File: src/rtl/add_accumulator.sv
// Sequential front/back end for an external combinational adder: it sums a counted
// stream of operands through the adder and reports the final sum and an unsigned-overflow flag.
module add_accumulator #(
    parameter int WIDTH = 64,
    parameter int CNT_W = 8
) (
    input  logic             clk,
    input  logic             rst,
    input  logic             start,
    input  logic [CNT_W-1:0] count,
    input  logic             in_valid,
    input  logic [WIDTH-1:0] in_data,
    output logic             in_ready,
    output logic [WIDTH-1:0] add_a,
    output logic [WIDTH-1:0] add_b,
    input  logic [WIDTH-1:0] add_out,
    output logic [WIDTH-1:0] sum,
    output logic             sum_valid,
    output logic             busy,
    output logic             overflow
);

    typedef enum logic [1:0] {
        S_IDLE = 2'd0,
        S_ACC  = 2'd1,
        S_DONE = 2'd2
    } state_t;

    state_t           r_state;
    logic [WIDTH-1:0] r_sum;
    logic [CNT_W-1:0] r_remaining;
    logic             r_overflow;
    logic             r_sum_valid;
    logic             r_in_ready;
    logic             r_busy;

    logic             w_beat;
    logic             w_carry;

    assign w_beat  = in_valid && r_in_ready;
    // A modulo sum smaller than the running-sum operand means the adder carried out.
    assign w_carry = (add_out < r_sum);

    always_ff @(posedge clk) begin
        if (rst) begin
            r_state     <= S_IDLE;
            r_sum       <= '0;
            r_remaining <= '0;
            r_overflow  <= 1'b0;
            r_sum_valid <= 1'b0;
            r_in_ready  <= 1'b0;
            r_busy      <= 1'b0;
        end else begin
            case (r_state)
                S_IDLE: begin
                    if (start) begin
                        r_sum      <= '0;
                        r_overflow <= 1'b0;
                        r_busy     <= 1'b1;
                        if (count != '0) begin
                            r_state     <= S_ACC;
                            r_remaining <= count;
                            r_in_ready  <= 1'b1;
                        end else begin
                            r_state     <= S_DONE;
                            r_sum_valid <= 1'b1;
                        end
                    end
                end
                S_ACC: begin
                    if (w_beat) begin
                        r_sum       <= add_out;
                        r_overflow  <= r_overflow | w_carry;
                        r_remaining <= r_remaining - CNT_W'(1);
                        if (r_remaining == CNT_W'(1)) begin
                            r_state     <= S_DONE;
                            r_in_ready  <= 1'b0;
                            r_sum_valid <= 1'b1;
                        end
                    end
                end
                S_DONE: begin
                    r_state     <= S_IDLE;
                    r_sum_valid <= 1'b0;
                    r_busy      <= 1'b0;
                end
                default: begin
                    r_state     <= S_IDLE;
                    r_in_ready  <= 1'b0;
                    r_sum_valid <= 1'b0;
                    r_busy      <= 1'b0;
                end
            endcase
        end
    end

    assign add_a     = r_sum;
    assign add_b     = (r_state == S_ACC) ? in_data : '0;
    assign sum       = r_sum;
    assign sum_valid = r_sum_valid;
    assign in_ready  = r_in_ready;
    assign busy      = r_busy;
    assign overflow  = r_overflow;

endmodule

File: config.mk
export PLATFORM = sky130hd
export DESIGN_NAME = add_accumulator
export DESIGN_NICKNAME = d
export VERILOG_FILES = /design/src/rtl/add_accumulator.sv
export SDC_FILE = /design/constraint.sdc
export NUM_CORES = 1
export LEC_CHECK = 0
export BUFFER_PORTS_ARGS = -buffer_cell sky130_fd_sc_hd__buf_2
export CAP_MARGIN = 20
export CORE_AREA = 4 4 129 131
export DETAILED_ROUTE_END_ITERATION = 10
export DIE_AREA = 0 0 133 135
export GPL_TIMING_DRIVEN = 0
export HOLD_SLACK_MARGIN = 0.02
export PLACE_DENSITY = 0.77
export SLEW_MARGIN = 20
export SYNTH_ARGS = -nofsm -noshare
export SYNTH_HDL_FRONTEND = slang
export SYNTH_SLANG_ARGS = --single-unit
File: constraint.sdc
create_clock -name clk -period 5.44 [get_ports clk]
set_clock_uncertainty 0.15 [all_clocks]
set_input_delay 1.088 -clock clk [delete_from_list [all_inputs] [get_ports clk]]
set_output_delay 1.088 -clock clk [all_outputs]
set_load 0.05 [all_outputs]
# Word level (Yosys, flattened, before mapping)
# Index checks and enable logic that the tools add are counted.
# op_classes
magnitude_cmp	1
n_eq_ne	8
addsub	1
n_bitwise	3
n_reduce_logical	10
n_mux	28
# op_table
op	n
64-bit 2-to-1 mux	3
64-bit one-hot mux with 2 select lines	1
64-bit < comparator	1
8-bit 2-to-1 mux	3
8-bit one-hot mux with 2 select lines	1
1-bit 2-to-1 mux	11
2-bit != test, second input constant	5
8-bit by 1-bit equality test with 1-bit output, second input constant	1
2-bit 2-to-1 mux	4
4-bit AND reduction	2
8-bit nonzero test	1
8-bit by 1-bit subtractor with 8-bit output, second input constant	1
1-bit one-hot mux with 2 select lines	3
3-bit AND reduction	2
5-bit AND reduction	1
2-bit one-hot mux with 2 select lines	1
1-bit one-hot mux with 3 select lines	1
2-bit by 1-bit equality test with 1-bit output, second input constant	1
2-bit equality test, second input constant	1
2-bit logical NOT	1
1-bit inverter	2
2-bit AND reduction	1
2-bit nonzero test	1
1-bit logical AND	1
1-bit OR	1
# word_totals
out_inout_bits	196
reg_bits	78
input_bits	140

# Longest topological paths before layout
# depth
ltp_word	4
mapped_depth	8
depth_no_buf	8

# Worst setup path before layout
# OpenSTA, ideal clock, no wires.
# synth_path
path_kind	flip-flop to output port
start	register r_state[1]
end	output add_b[0]
required_ps	4202
path_stages_with_launch	7
arrival_ps	1741
n_path_buf	4
slack_ps	2461
cell_sequence	dfxtp_1 -> clkbuf_1 -> nor2b_1 -> buf_2 -> clkbuf_1 -> clkbuf_1 -> and2_1
# synth_between
elab_chain_len	2
# synth_rtl
item	line	source
from (decl)	29	state_t r_state;
from (signal assigned)	46	r_state <= S_IDLE;
from (signal assigned)	61	r_state <= S_ACC;
from (signal assigned)	65	r_state <= S_DONE;
2-bit by 1-bit equality test with 1-bit output	98	assign add_b = (r_state == S_ACC) ? in_data : '0;
64-bit 2-to-1 mux	98	
to (decl)	15	output logic [WIDTH-1:0] add_b,
# Every way passes these cells.

# Worst setup path in the final report
# layout_path
start	register r_state[1]
end	output add_b[49]
# The elaborated chain is that of the path after synthesis.

==> impl_metrics.json <==
{
  "status": "complete, no violations",
  "cts_tree": "yes",
  "clk_latency_ns": 0.35,
  "crit_required_ns": 4.20,
  "ys_ff_latch": 78,
  "coreArea_um2": 15600,
  "ant_nets": 0,
  "synth_flop_cell": "dfxtp_1",
  "chipWidth_um": 133,
  "synthCells": 747,
  "synth_edf_count": 0,
  "hold_violations": 0,
  "drc": 0,
  "clk_pin_slew_ns": 0.06,
  "grt_pass1_wl_um": 30600,
  "rows": 46,
  "grt_remaining_overflow": 0,
  "post-route-min-period_ns": 3.88,
  "crit_fanout": 10,
  "grt_usage_pct": 21.3,
  "routed_wl_um": 20400,
  "synth.top_cells.by_count": "nand2_1, a21oi_1, dfxtp_1",
  "arrival_ns": 2.64,
  "drive_gt1_share_pct": 38.9,
  "dp_hpwl_um": 16700,
  "cp-start-kind": "flop",
  "reg2reg_slack_ns": 3.03,
  "ios": 336,
  "fillCellCount": 1594,
  "fin_tns_setup_ns": 0,
  "critPathKind": "flop to output pin",
  "via_per_inst": 4.85,
  "wl_per_cell_um": 15.5,
  "grt_setup_unrepaired": "false",
  "avgSynthCellArea_um2": 7.43,
  "cts_resized": 0,
  "worstHoldPathCells": 2,
  "max_freq_mhz": 258,
  "leakagePower_nw": 3.93,
  "yosys_warnings": 0,
  "yosys.cell_count.top_type": "nand2_1",
  "die_h_um": 135,
  "portBuffers": 334,
  "routabilityCongestion": 0.878,
  "r2r-end": "add_a[54]",
  "numCtsBuffers": 9,
  "syn_nets": 952,
  "finalCritPeriodShare_pct": 71.3,
  "dr.pass1.iters": 5,
  "r2r-start": "r_state[1]",
  "synth_top_area_share_pct": 28.1,
  "die_area_um2": 18000,
  "vias": 6377,
  "tightest_slew_ns": 0.616,
  "vdd.ir_drop.worst_v": 0.000180,
  "synthTopCellsByArea": "dfxtp_1, ha_1, buf_4",
  "start_util_pct": 35.6,
  "ys_types": 45,
  "synth_top_cell_by_area": "dfxtp_1",
  "antenna_found_initial": 5,
  "htree_num_levels": 3,
  "powerDensity_nw_per_um2": 308,
  "postCtsHoldBufs": 0,
  "syn_area_um2": 5550,
  "relSlewSlack_pct": 58.9,
  "maxCapViolCount": 0,
  "clock-root-buffer": "clkbuf_16",
  "hold_class": "flop to flop",
  "syn2layout_area_growth_pct": 40.9,
  "post_cts_buffers": 0,
  "synthArstFlopShare_pct": 0,
  "clockBufferDepth": 2,
  "reg2regPathDepth": 7,
  "endpoint_kind": "output pin",
  "seq_area_frac_synth_pct": 28.1,
  "grt_pass1_vias": 6079,
  "setup_violations": 0,
  "hp-start": "add_a[33]",
  "fin_nets": 1297,
  "pre_cts_slack_ns": 1.87,
  "worst_slack_ns": 1.56,
  "grt_max_degree": 15,
  "cts.sinks": 78,
  "holdPathEnd": "add_a[33]",
  "drt_iter0_drc": 327,
  "maxSlewViolCount": 0
}
## layout make-up
cell class / count / area, µm² / share of cell area [%]
multi-input combinational: 493 / 3070 / 39.3
timing repair buffer: 334 / 1670 / 21.4
sequential: 78 / 1560 / 20.0
buffer: 106 / 652 / 8.34
tap: 216 / 270 / 3.46
inverter: 70 / 263 / 3.36
clock buffer: 9 / 225 / 2.88
clock inverter: 7 / 95.1 / 1.22
antenna: 3 / 7.51 / 0.0960
## power by group
part | switching [mW] | internal, mW
Sequential | 0.0426 | 0.616
Clock | 0.260 | 0.404
Combinational | 0.785 | 0.305
## sequential cells by signal, summed over array words and instances (netlist names)
name and count:
add_a 64, r_remaining 8, r_state 2, busy 1, in_ready 1, overflow 1
sum_valid 1
## critical path: stages (launching register included)
cell      delay (ns)
dfxtp_1         0.29
clkbuf_1        0.18
nor2b_1         0.17
buf_2           0.26
clkbuf_1        0.51
clkbuf_1        0.30
and2_1          0.27
buf_2           0.30
## placed cells by master (no fill, tap or decap), types with 20 or more instances in the layout
master / count
buf_4: 64
inv_1: 70
nand3_1: 72
a21oi_1: 87
and2_1: 64
nand2_1: 88
clkbuf_1: 20
buf_2: 344
dfxtp_1: 78
ha_1: 65
## kinds of logic after synthesis
| logic type | share of synthesized area [%] |
|---|---|
| AOI/OAI and AO/OA | 15.2 |
| adders and majority gates | 14.7 |
| buffers and inverters | 16.5 |
| DFF | 28.1 |
| and+or+nand+nor | 25.5 |
## per-stage QoR
stage,utilization (%),hold slack [ns],cell area [µm²],instances,power [mW]
detailed placement,48.0,0.324,7490,1297,1.76
global route,50.1,0.354,7820,1316,2.54
finish,50.1,0.329,7820,1316,2.41
floorplan,-,0.307,5550,747,1.46
CTS,50.1,0.332,7810,1313,2.43
global placement,48.0,0.317,7490,1297,1.75
## worst max-delay path by stage
stage	start	endpoint	slack (ns)
4_1_cts	r_state[0]	add_b[49]	1.48
6_report	r_state[1]	add_b[49]	1.56
5_1_grt	r_state[1]	add_b[27]	1.34
2_1_floorplan	r_state[1]	add_b[0]	2.46
3_5_place_dp	r_state[0]	add_b[49]	1.87
3_3_place_gp	r_state[1]	add_b[49]	1.90
## metal layers
layer	up-vias	share of wire, %	global-route usage, %
met1	2905	37	22.8
li1	3168	-	-
met4	0	3.4	10.3
met3	36	7.4	4.81
met5	-	0	0
met2	268	52	39.7
No activity file was read; power rests on OpenSTA's default activity.
